File: config.mk
export PLATFORM = sky130hd
export DESIGN_NAME = pwr_seq_ctrl_flat
export DESIGN_NICKNAME = d
export VERILOG_FILES = /design/src/rtl/pwr_seq_ctrl_if.sv /design/src/rtl/pwr_seq_ctrl.sv /design/src/flat_wrapper.sv
export SDC_FILE = /design/constraint.sdc
export NUM_CORES = 1
export LEC_CHECK = 0
export BUFFER_PORTS_ARGS = -buffer_cell sky130_fd_sc_hd__buf_4
export CORE_MARGIN = 2
export CORE_UTILIZATION = 30
export CTS_CLUSTER_DIAMETER = 60
export DETAILED_ROUTE_END_ITERATION = 7
export PLACE_DENSITY = 0.57
export SLEW_MARGIN = 20
export SYNTH_ARGS = -nofsm -noshare
export SYNTH_HDL_FRONTEND = slang
export SYNTH_SLANG_ARGS = --single-unit
File: constraint.sdc
create_clock -name clk_axi -period 6 [get_ports clk_axi]
set_clock_uncertainty 0.1 [all_clocks]
set_input_delay 0.3 -clock clk_axi [delete_from_list [all_inputs] [get_ports clk_axi]]
set_output_delay 0.3 -clock clk_axi [all_outputs]
set_load 0.01 [all_outputs]
File: src/rtl/pwr_seq_ctrl_if.sv
// Control/status bundle between the register blocks and the regulator power sequencer.
// The master side drives the requests and alerts; the slave side is the sequencer itself.
interface pwr_seq_ctrl_if #(
  parameter int N_CH  = 8,
  parameter int CNT_W = 24
);
  logic             seq_on;
  logic [N_CH-1:0]  ch_mask;
  logic [CNT_W-1:0] step_dly;
  logic [N_CH-1:0]  alert_n;
  logic             fault_clear;
  logic [N_CH-1:0]  ch_en;
  logic [N_CH-1:0]  fault_lat;
  logic [2:0]       state;
  logic             busy;

  modport master (
    output seq_on, ch_mask, step_dly, alert_n, fault_clear,
    input  ch_en, fault_lat, state, busy
  );

  modport slave (
    input  seq_on, ch_mask, step_dly, alert_n, fault_clear,
    output ch_en, fault_lat, state, busy
  );
endinterface

File: src/rtl/pwr_seq_ctrl.sv
// Regulator power sequencer: timed ordered power-up, reverse-order power-down,
// and per-channel debounced alert monitoring with emergency shutdown and a latched fault.
module pwr_seq_ctrl #(
  parameter int N_CH    = 8,
  parameter int CNT_W   = 24,
  parameter int DEB_CYC = 16
) (
  input  logic           clk_axi,
  input  logic           rst,
  pwr_seq_ctrl_if.slave  bus
);
  localparam int IDX_W = (N_CH > 1) ? $clog2(N_CH) : 1;
  localparam int DEB_W = $clog2(DEB_CYC + 1);
  localparam logic [IDX_W-1:0] LAST_IDX = IDX_W'(N_CH - 1);
  localparam logic [DEB_W-1:0] DEB_MAX  = DEB_W'(DEB_CYC);

  localparam logic [2:0] ST_OFF   = 3'd0;
  localparam logic [2:0] ST_UP    = 3'd1;
  localparam logic [2:0] ST_ON    = 3'd2;
  localparam logic [2:0] ST_DOWN  = 3'd3;
  localparam logic [2:0] ST_FAULT = 3'd4;

  logic [N_CH-1:0]  alert_s1_q, alert_s2_q;
  logic [N_CH-1:0]  alert;
  logic [N_CH-1:0]  trip;

  logic [2:0]       state_q, state_d;
  logic [N_CH-1:0]  ch_en_q, ch_en_d;
  logic [N_CH-1:0]  fault_lat_q, fault_lat_d;
  logic [N_CH-1:0]  mask_q, mask_d;
  logic [CNT_W-1:0] dly_q, dly_d;
  logic [CNT_W-1:0] wait_q, wait_d;
  logic [IDX_W-1:0] idx_q, idx_d;
  logic             last_q, last_d;
  logic             busy_q, busy_d;

  logic [CNT_W-1:0] step_eff;
  logic [IDX_W-1:0] hi_idx;

  // Synchroniser flops reset to "no alert" so nothing can trip while they refill.
  always_ff @(posedge clk_axi or posedge rst) begin
    if (rst) begin
      alert_s1_q <= '1;
      alert_s2_q <= '1;
    end else begin
      alert_s1_q <= bus.alert_n;
      alert_s2_q <= alert_s1_q;
    end
  end

  assign alert = ~alert_s2_q;

  generate
    for (genvar gi = 0; gi < N_CH; gi++) begin : g_deb
      logic [DEB_W-1:0] cnt_q, cnt_d;

      always_comb begin
        cnt_d = '0;
        if (alert[gi] && ch_en_q[gi]) begin
          cnt_d = (cnt_q == DEB_MAX) ? DEB_MAX : cnt_q + DEB_W'(1);
        end
      end

      always_ff @(posedge clk_axi or posedge rst) begin
        if (rst) cnt_q <= '0;
        else     cnt_q <= cnt_d;
      end

      // Trip on the edge where the count reaches the threshold.
      assign trip[gi] = (cnt_d == DEB_MAX);
    end
  endgenerate

  assign step_eff = (bus.step_dly == '0) ? CNT_W'(1) : bus.step_dly;

  always_comb begin
    hi_idx = '0;
    for (int i = 0; i < N_CH; i++) begin
      if (ch_en_q[i]) hi_idx = IDX_W'(i);
    end
  end

  always_comb begin
    state_d     = state_q;
    ch_en_d     = ch_en_q;
    fault_lat_d = fault_lat_q;
    mask_d      = mask_q;
    dly_d       = dly_q;
    wait_d      = wait_q;
    idx_d       = idx_q;
    last_d      = last_q;

    case (state_q)
      ST_OFF: begin
        ch_en_d = '0;
        if (bus.seq_on && (fault_lat_q == '0)) begin
          mask_d  = bus.ch_mask;
          dly_d   = step_eff;
          idx_d   = '0;
          wait_d  = '0;
          last_d  = 1'b0;
          state_d = ST_UP;
        end
      end
      ST_UP: begin
        if (!bus.seq_on) begin
          state_d = ST_DOWN;
          idx_d   = hi_idx;
          dly_d   = step_eff;
          wait_d  = '0;
          last_d  = 1'b0;
        end else if (wait_q != '0) begin
          wait_d = wait_q - CNT_W'(1);
        end else if (last_q) begin
          state_d = ST_ON;
        end else begin
          if (mask_q[idx_q]) begin
            ch_en_d[idx_q] = 1'b1;
            wait_d         = dly_q - CNT_W'(1);
          end
          last_d = (idx_q == LAST_IDX);
          if (idx_q != LAST_IDX) idx_d = idx_q + IDX_W'(1);
        end
      end
      ST_ON: begin
        if (!bus.seq_on) begin
          state_d = ST_DOWN;
          idx_d   = LAST_IDX;
          dly_d   = step_eff;
          wait_d  = '0;
          last_d  = 1'b0;
        end
      end
      ST_DOWN: begin
        if (wait_q != '0) begin
          wait_d = wait_q - CNT_W'(1);
        end else if (last_q) begin
          state_d = ST_OFF;
        end else begin
          if (ch_en_q[idx_q]) begin
            ch_en_d[idx_q] = 1'b0;
            wait_d         = dly_q - CNT_W'(1);
          end
          last_d = (idx_q == '0);
          if (idx_q != '0) idx_d = idx_q - IDX_W'(1);
        end
      end
      ST_FAULT: begin
        ch_en_d = '0;
        if (bus.fault_clear && !bus.seq_on) begin
          fault_lat_d = '0;
          state_d     = ST_OFF;
        end
      end
      default: begin
        ch_en_d = '0;
        state_d = ST_OFF;
      end
    endcase

    // Emergency shutdown overrides whatever the sequencer was doing this cycle.
    if (trip != '0) begin
      fault_lat_d = fault_lat_q | trip;
      ch_en_d     = '0;
      state_d     = ST_FAULT;
    end

    busy_d = (state_d == ST_UP) || (state_d == ST_DOWN);
  end

  always_ff @(posedge clk_axi or posedge rst) begin
    if (rst) begin
      state_q     <= ST_OFF;
      ch_en_q     <= '0;
      fault_lat_q <= '0;
      mask_q      <= '0;
      dly_q       <= '0;
      wait_q      <= '0;
      idx_q       <= '0;
      last_q      <= 1'b0;
      busy_q      <= 1'b0;
    end else begin
      state_q     <= state_d;
      ch_en_q     <= ch_en_d;
      fault_lat_q <= fault_lat_d;
      mask_q      <= mask_d;
      dly_q       <= dly_d;
      wait_q      <= wait_d;
      idx_q       <= idx_d;
      last_q      <= last_d;
      busy_q      <= busy_d;
    end
  end

  assign bus.ch_en     = ch_en_q;
  assign bus.fault_lat = fault_lat_q;
  assign bus.state     = state_q;
  assign bus.busy      = busy_q;
endmodule

File: src/flat_wrapper.sv
// flat-port wrapper written by rule: the top's interface ports become plain ports
module pwr_seq_ctrl_flat 
#(
  parameter int N_CH    = 8,
  parameter int CNT_W   = 24,
  parameter int DEB_CYC = 16
)
  (clk_axi, rst, bus_seq_on, bus_ch_mask, bus_step_dly, bus_alert_n, bus_fault_clear, bus_ch_en, bus_fault_lat, bus_state, bus_busy);
  pwr_seq_ctrl_if #(.N_CH(N_CH), .CNT_W(CNT_W)) bus_i ();
  input  logic clk_axi;
  input  logic rst;
  input wire logic [$bits(bus_i.seq_on)-1:0] bus_seq_on;
  input wire logic [$bits(bus_i.ch_mask)-1:0] bus_ch_mask;
  input wire logic [$bits(bus_i.step_dly)-1:0] bus_step_dly;
  input wire logic [$bits(bus_i.alert_n)-1:0] bus_alert_n;
  input wire logic [$bits(bus_i.fault_clear)-1:0] bus_fault_clear;
  output wire logic [$bits(bus_i.ch_en)-1:0] bus_ch_en;
  output wire logic [$bits(bus_i.fault_lat)-1:0] bus_fault_lat;
  output wire logic [$bits(bus_i.state)-1:0] bus_state;
  output wire logic [$bits(bus_i.busy)-1:0] bus_busy;
  assign bus_i.seq_on = bus_seq_on;
  assign bus_i.ch_mask = bus_ch_mask;
  assign bus_i.step_dly = bus_step_dly;
  assign bus_i.alert_n = bus_alert_n;
  assign bus_i.fault_clear = bus_fault_clear;
  assign bus_ch_en = bus_i.ch_en;
  assign bus_fault_lat = bus_i.fault_lat;
  assign bus_state = bus_i.state;
  assign bus_busy = bus_i.busy;
  pwr_seq_ctrl #(.N_CH(N_CH), .CNT_W(CNT_W), .DEB_CYC(DEB_CYC)) u_core (.clk_axi(clk_axi), .rst(rst), .bus(bus_i));
endmodule
* After elaboration in Yosys (flattened, before gate mapping)
Cells that the tools add are included.
Operators by class: magnitude comparators 2, bitwise gates (word level) 5, reductions and logical operators 32, add/subtract/negate cells 12, divide/modulo/power cells 0, multiplexer cells 83, equality and inequality tests 45, shift operators 0, $mul 0
Operator list (count):
- 2-to-1 mux 24 bit | 12
- case mux 24 bit (4 select lines) | 1
- 2-to-1 mux 8 bit | 11
- equality test 5 bit, second input constant | 16
- 2-to-1 mux 5 bit | 16
- 2-to-1 mux 3 bit | 22
- case mux 24 bit (2 select lines) | 1
- subtractor 24 x 1 -> 24 bit, second input constant | 2
- adder 5 x 1 -> 5 bit, second input constant | 8
- zero test 24 bit | 1
- inequality test 3 bit, second input constant | 8
- case mux 8 bit (3 select lines) | 1
- nonzero test 24 bit | 1
- NOT 8 bit | 2
- bitwise OR 8 bit | 2
- case mux 3 bit (5 select lines) | 1
- case mux 3 bit (4 select lines) | 1
- logical AND 1 bit | 11
- 2-to-1 mux 1 bit | 11
- equality test 3 x 2 -> 1 bit, second input constant | 3
- inequality test 3 x 1 -> 1 bit, second input constant | 3
- AND reduction 9 bit | 1
- AND 8 bit | 1
- zero test 8 bit | 1
- other kinds (28) | 42
Word-level totals: latch bits 0, input port bits 44, output and inout port bits 20, bits in read-only memories 0, flip-flop bits (word level) 136, bits in writable memories 0, word-level logic and storage cells 198, memories 0

* Logic depth before layout (Yosys ltp)
Gate-level depths: netlist of the first run.
word-level depth 11, gate-level depth with buffers 12

* Worst setup path before layout of the first run
OpenSTA, ideal clock, no wires.
kind flip-flop to flip-flop, from register u_core.wait_q[15], to register u_core.wait_q[23], stages on the path, launching flop included 9, required time 5.813 ns, library setup time 0.087 ns, setup slack 2.991 ns, buffers on the path 0, arrival 2.822 ns, cell sequence dfrtp_1 nor4_4 nand4_1 or3_4 a21oi_4 nand4_4 or4_4 or4_1 o211ai_1
On the way: longest elaborated chain between the ends 4
Ends and longest elaborated chain:
- start, declared | line pwr_seq_ctrl.sv:32 | logic [CNT_W-1:0] wait_q, wait_d;
- start signal, assigned | line pwr_seq_ctrl.sv:188 | wait_q <= wait_d;
- subtractor 24 x 1 -> 24 bit / nonzero test 24 bit (equally long branches)
- 2-to-1 mux 24 bit | line pwr_seq_ctrl.sv:112 | end else if (wait_q != '0) begin
- 2-to-1 mux 24 bit | line pwr_seq_ctrl.sv:106 | if (!bus.seq_on) begin
- case mux 24 bit (4 select lines) | line pwr_seq_ctrl.sv:93 | case (state_q)
Parallel ways exist; a longest one is shown, timed or not. A chain may end at the register's enable or synchronous reset.

* Worst setup path after layout of the first run
from register u_core.state_q[0] (netlist: u_core.bus.state[0]), to register u_core.dly_q[23]
On the way: longest elaborated chain between the ends 4
Ends and longest elaborated chain:
- start, declared | line pwr_seq_ctrl.sv:27 | logic [2:0] state_q, state_d;
- start signal, assigned | line pwr_seq_ctrl.sv:183 | state_q <= state_d;
- equality test 3 x 1 -> 1 bit / equality test 3 x 2 -> 1 bit (equally long branches) | line pwr_seq_ctrl.sv:93
- OR reduction 2 bit (no line)
- inequality test 2 bit (no line) / nonzero test 2 bit (equally long branches)
- AND reduction 3 bit (no line)
- end signal, assigned | line pwr_seq_ctrl.sv:187 | dly_q <= dly_d;
- end, declared | line pwr_seq_ctrl.sv:31 | logic [CNT_W-1:0] dly_q, dly_d;
Parallel ways exist; a longest one is shown, timed or not.

==> metrics, run 1 <==
vias in the first global route=5325; RSZ-0062 raised after global routing=false; Post-Synthesis Cells=712; Vias/cell=4.971; die width=157.2 um; Logic pwr share=0.034; P&R area growth vs syn=21.31%; Synth area leader=dfrtp_1; Final Critical Period=3.566 ns; CTS tree=built; Critical Path Max Stage Delay=0.64 ns; Clock Path Buffers=2; n_diodes=0; Mean Syn Cell Area=9.888 sq um; critical path required time=6.21 ns; max_slew headroom=0.3120; Worst VDD drop=0.1712 mV; final setup vio count=0; fmax=280.4 MHz; Worst Hold Class=in -> reg; CTS HTree Levels=4; layout cells sized above 1=0.2097; PwrDens=228.6 nW/um^2; pin count of the biggest net entering global routing=76; Top FF cell, synth=dfrtp_1; height of the die=157.2 um; Tot GR Track Use=0.1416; syn_nets=776; Final Non-Filler Cells=1120; DP Cell Count=1071; Final Hold Fails=0; most numerous cell in the Yosys netlist=dfrtp_1; Slowest-stage cell, CP=dfrtp_1; Clock transition at path regs=0.07 ns; Async SR Flop Fraction=1.000; outcome=complete, no violations; GPL Wtd Cong=0.8423; sequential fraction of the synthesis area=0.4862; Via Count=5568; die area=24710 sq um; CTS sink count=136; Slew Limit Fails=0; Clk Latency, worst-skew pair=0.43 ns; first-pass GRT wire length=27.70 mm; initial antenna violation count=1; P_leak=3.597 nW; Final #Nets=852; sw frac=0.2360; Tcrit/Tclk final=0.5943; Flop pwr share=0.479; Worst Tran Pin Value=1.028 ns; row count=56; total core area=23260 sq um; CP Launch Type=flip-flop; number of synthesized flops with an enable pin=0; Fin Setup TNS=0 ns; Total Wirelength=16.70 mm; post-synth top area share=0.4265; Buffers on Ports=63; Synth Warn #=0; num ports=64; DRT Pass-1 Iters=4; cts bufs inserted=17; cell-internal power=1.492 mW; worst path bufs/invs=1; clock network fraction of total power=0.488; area of the mapped netlist=7041 sq um; post-CTS setup repair buffer count=0; starting density of the core=0.3027; top cells by count, synth=dfrtp_1, nor2_1, a21oi_1; Crit Path Max Fanout=27; Synth area leaders=dfrtp_1, dfstp_2, mux2_2; Crit path max-delay family=simple AND/OR/NAND/NOR gates; Avg WL per Cell=14.91 um; Root Buffer=clkbuf_16; arrival time at the worst endpoint=3.77 ns; total grt overflow=0; max-cap viol count=0; cells along the critical path=nor2b_1 -> nand2_1 -> or3_2 -> nor3_1 -> a21o_1 -> nor2_2 -> buf_4 -> mux2_2; drt drc=0; First DRT Iteration DRCs=375; Psw=0.4609 mW; number of distinct library cells after synthesis=67; Post-DP HPWL=11.77 mm; Routed Antenna Nets=0; type of the worst setup path=reg -> reg; Crit. End Element=flip-flop; post-synthesis register bit count=136
## layout by cell type, fill, tap and decap left out, types with 5 or more instances in the layout
cell / n
inv_1: 35
or2_2: 6
a21oi_1: 45
a211oi_1: 7
mux2i_1: 6
dfrtp_1: 120
nand3_1: 22
a31oi_1: 18
o21ai_0: 43
nand2b_1: 8
inv_6: 5
nor3_1: 20
nor2_1: 81
nor4_1: 18
ha_1: 20
and2_1: 6
nor2b_1: 7
dfstp_2: 16
nand2_1: 43
xor2_1: 17
dlygate4sd3_1: 17
o22ai_1: 11
xnor2_1: 15
nand3b_1: 7
buf_4: 66
mux2_2: 30
nand4_1: 9
clkbuf_16: 17
a22o_1: 6
## area by class of cell
| type | instances | area, sq um |
|---|---|---|
| fill | 2369 | 14720 |
| tap | 319 | 399.1 |
| inverter | 37 | 143.9 |
| sequential | 136 | 3423 |
| clock buffer | 19 | 432.9 |
| multi-input combinational | 513 | 3378 |
| clock inverter | 13 | 97.59 |
| timing repair buffer | 83 | 665.6 |
## worst paths after layout
path | from | to | slack [ns] | cells after the start
min | bus_step_dly[17] | u_core.dly_q[17] | 0.02 | 2
max in group asynchronous | rst | u_core.g_deb[0].cnt_q[2] | 4.08 | 4
min reg2reg | u_core.alert_s1_q[2] | u_core.alert_s2_q[2] | 0.26 | 0
max | u_core.bus.state[0] | u_core.dly_q[23] | 2.43 | 8
max reg2reg | u_core.bus.state[0] | u_core.dly_q[23] | 2.43 | 8
min in group asynchronous | rst | u_core.mask_q[2] | 0.40 | 3
## what timing repair did
item | 4_1_cts | 5_1_grt
resized for setup | 0 | 0
hold endpoints to repair | 77 | 0
hold buffers | 17 | 0
setup endpoints to repair | 0 | 0
## registers in the layout (all words and copies together) (netlist names)
name                  count
u_core.alert_s1_q         8
u_core.alert_s2_q         8
u_core.bus.busy           1
u_core.bus.ch_en          8
u_core.bus.fault_lat      8
u_core.bus.state          3
u_core.dly_q             24
u_core.g_deb.cnt_q       40
u_core.idx_q              3
u_core.last_q             1
u_core.mask_q             8
u_core.wait_q            24
## power groups by stage
stage | Combinational, mW | Sequential [mW] | Clock, mW
3_5_place_dp | 0.0591 | 0.951 | 0
2_1_floorplan | 0.0252 | 0.949 | 0
4_1_cts | 0.0685 | 0.934 | 0.977
5_1_grt | 0.0748 | 0.935 | 1.01
3_3_place_gp | 0.0591 | 0.951 | 0
6_report | 0.0657 | 0.934 | 0.953
## per-layer routing
layer	wire [um]	track usage	vias up	part of all wire
li1	-	-	2707	-
met1	8288	0.2016	2689	0.50
met2	7419	0.2148	150	0.44
met3	705	0.02836	20	0.042
met4	271	0.04719	2	0.016
met5	13	0	-	0.00078
## kinds of logic (layout without fill, tap and decap cells)
logic type	count (synthesis)	in the layout	share of synthesized area
buffers and inverters	63	152	0.03430
flip-flops	136	136	0.4862
adder cells (fa/ha/maj)	20	20	0.03554
multiplexers	39	39	0.06611
AO/OA/AOI/OAI	162	162	0.1406
XOR/XNOR	32	32	0.03981
AND/OR/NAND/NOR	260	260	0.1974
## metrics by stage
step	util	total power, mW	cell area (sq um)	hold slack [ns]	setup slack, ns
finish	0.3671	1.953	8541	0.01565	2.434
global route	0.3671	2.022	8541	0.008782	2.109
CTS	0.3671	1.979	8541	0.0007231	2.439
detailed placement	0.3370	1.010	7840	0.2468	2.472
global placement	0.3370	1.010	7840	0.2469	2.608
floorplan	-	0.9741	7041	0.2045	1.987
(Power assumes the default switching activity.)
==> run 2, diff against run 1 <==
--- a/config.mk
+++ b/config.mk
@@ -10,7 +10,7 @@
 export CORE_UTILIZATION = 30
 export CTS_CLUSTER_DIAMETER = 60
 export DETAILED_ROUTE_END_ITERATION = 7
-export PLACE_DENSITY = 0.57
+export PLACE_DENSITY = 0.59
 export SLEW_MARGIN = 20
 export SYNTH_ARGS = -nofsm -noshare
 export SYNTH_HDL_FRONTEND = slang
==> constraint.sdc (replaced) <==
create_clock -name clk_axi -period 3.25 [get_ports clk_axi]
set_clock_uncertainty 0.1 [all_clocks]
set_input_delay 0.1625 -clock clk_axi [delete_from_list [all_inputs] [get_ports clk_axi]]
set_output_delay 0.1625 -clock clk_axi [all_outputs]
set_load 0.01 [all_outputs]
==> run 2 against run 1 <==
Effect of this change: clock-buffer cell count fell by 1; final cell count is 5.5% higher; core utilization up 2.7 points; critical path type unchanged; global-route usage up 0.86 points; power grew 98%.
==> metrics, run 2 (same netlist as run 1, synthesis figures left out) <==
DRT Pass-1 Iters=5 (+1); pin count of the biggest net entering global routing=58 (-24%); row count=56 (unchanged); Clock transition at path regs=0.06 ns (about the same); Avg WL per Cell=14.79 um (-0.84%); Crit. End Element=flip-flop; Final Hold Fails=0 (unchanged); starting density of the core=0.3027 (unchanged); initial antenna violation count=0 (-1); max_slew headroom=0.3692 (+0.05725); Clock Path Buffers=2 (unchanged); P&R area growth vs syn=30.12%; Slew Limit Fails=0 (unchanged); Final Critical Period=3.059 ns (-0.5072 ns); Tcrit/Tclk final=0.9412 (+0.3468); CTS HTree Levels=4 (unchanged); post-CTS setup repair buffer count=0 (unchanged); Crit Path Max Fanout=6 (-78%); total grt overflow=0 (unchanged); die width=157.2 um (unchanged); Slowest-stage cell, CP=or4_4; Layout fillers=2381 (+0.51%); outcome=complete, no violations; die area=24710 sq um (unchanged); vias in the first global route=5695 (+6.9%); CTS sink count=136 (unchanged); max reg flops=40 (unchanged); Final Non-Filler Cells=1182 (+5.5%); Vias/cell=4.921 (-1.0%); Critical path origin=u_core.wait_q[3]; Most flops, register=u_core.g_deb.cnt_q; Fin Setup TNS=0 ns (unchanged); fmax=326.9 MHz (+17%); arrival time at the worst endpoint=3.30 ns (-0.47 ns); cells along the critical path=nor4_4 -> nand4_2 -> or3_4 -> a21oi_4 -> nand4_4 -> or4_4 -> or4_1 -> o211ai_1; footprint of the multi-input gates=3388 sq um (+0.30%); height of the die=157.2 um (unchanged); Final Util=0.3938 (+0.02668); final setup vio count=0 (unchanged); Via Count=5817 (+4.5%); P_leak=3.932 nW (+9.3%); GPL Wtd Cong=0.8655 (+2.8%); type of the worst setup path=reg -> reg; total core area=23260 sq um (unchanged); Critical Path Max Stage Delay=0.52 ns (-0.12 ns); Final #Nets=914 (+7.3%); Worst VDD drop=0.2789 mV (+63%); Post-DP HPWL=12.46 mm (+5.9%); R2R Setup Slk=0.19 ns (-2.24 ns); n_diodes=0 (unchanged); max-cap viol count=0 (unchanged); final hold slack=0.03027 ns (+0.01462 ns); register area=3423 sq um (unchanged); Clk Latency, worst-skew pair=0.44 ns (about the same); Design Power=3.858 mW (+98%); Root Buffer=clkbuf_16; drt drc=0 (unchanged); cts bufs inserted=17 (unchanged); first-pass GRT wire length=29.14 mm (+5.2%); commonest non-fill, non-tap cell in the layout=dfrtp_1; min-delay src=bus_fault_clear; CP Launch Type=flip-flop; Tot GR Track Use=0.1502 (+0.008589); Buffers on Ports=63 (unchanged); layout cells sized above 1=0.2410 (+0.03128); First DRT Iteration DRCs=257 (-31%); RSZ-0062 raised after global routing=false; num ports=64 (unchanged); CTS tree=built; Total Wirelength=17.48 mm (+4.7%); Routed Antenna Nets=0 (unchanged); Crit Reg-Reg Startpoint=u_core.wait_q[3]; PwrDens=421.1 nW/um^2 (+84%); largest registers=u_core.g_deb.cnt_q (40), u_core.dly_q (24), u_core.wait_q (24); Worst Tran Pin Value=0.9441 ns (-0.08407 ns); most frequent cells in the layout=dfrtp_1, buf_4, nor2_1; DP Cell Count=1109 (+3.5%); critical path required time=3.50 ns (-2.71 ns); Worst Hold Class=in -> reg
## run 2: cell types whose count changed in the layout (fill, tap and decap cells not counted), moves of 2 or more
cell,change
inv_8,+3
bufinv_16,+2
dlygate4sd3_1,+24
buf_12,+2
buf_4,+36
## run 2: area by class of cell
type	instances	area share
sequential	136	0.3737
clock buffer	18	0.04685
timing repair buffer	145	0.1328
tap	319	0.04357
clock inverter	14	0.01775
multi-input combinational	513	0.3698
inverter	37	0.01557
## run 2: what timing repair did
item,in CTS,in global routing
hold endpoints to repair,80,0
hold buffers,41,0
setup endpoints to repair,0,20
gates resized for setup,0,2
## run 2: worst paths after layout
check / endpoint / depth (start not counted)
max in group asynchronous: u_core.alert_s1_q[5] / 4
hold reg to reg: u_core.alert_s2_q[6] / 0
min in group asynchronous: u_core.mask_q[6] / 3
hold / removal: u_core.bus.state[2] / 4
setup reg to reg: u_core.wait_q[23] / 8
setup / recovery: u_core.wait_q[23] / 8
## run 2: power breakdown
part / switching [mW] / internal, mW / total [mW]
logic: 0.0703 / 0.0821 / 0.152
registers: 0.00972 / 1.72 / 1.73
clock network: 0.829 / 1.15 / 1.98
## run 2: layer usage
metal | up-vias | share of wire | track usage
li1 | 2835 | - | -
met1 | 2816 | 0.49 | 0.2089
met2 | 141 | 0.45 | 0.2287
met3 | 25 | 0.043 | 0.03249
met4 | 0 | 0.018 | 0.05714
met5 | - | 0 | 0
## run 2: critical path, delay by kind of cell (launching register included)
kind	cells	cell delay [ns]
simple gates	6	2.14
flops	1	0.43
compound gates	2	0.29
## run 2: through the flow
step | instance area, sq um | setup WS, ns
after global routing | 9161 | 0.01371
after global placement | 8149 | 0.2239
after floorplan | 7044 | 0.2412
after detailed placement | 8149 | 0.1725
after CTS | 9151 | 0.1510
final | 9161 | 0.1912
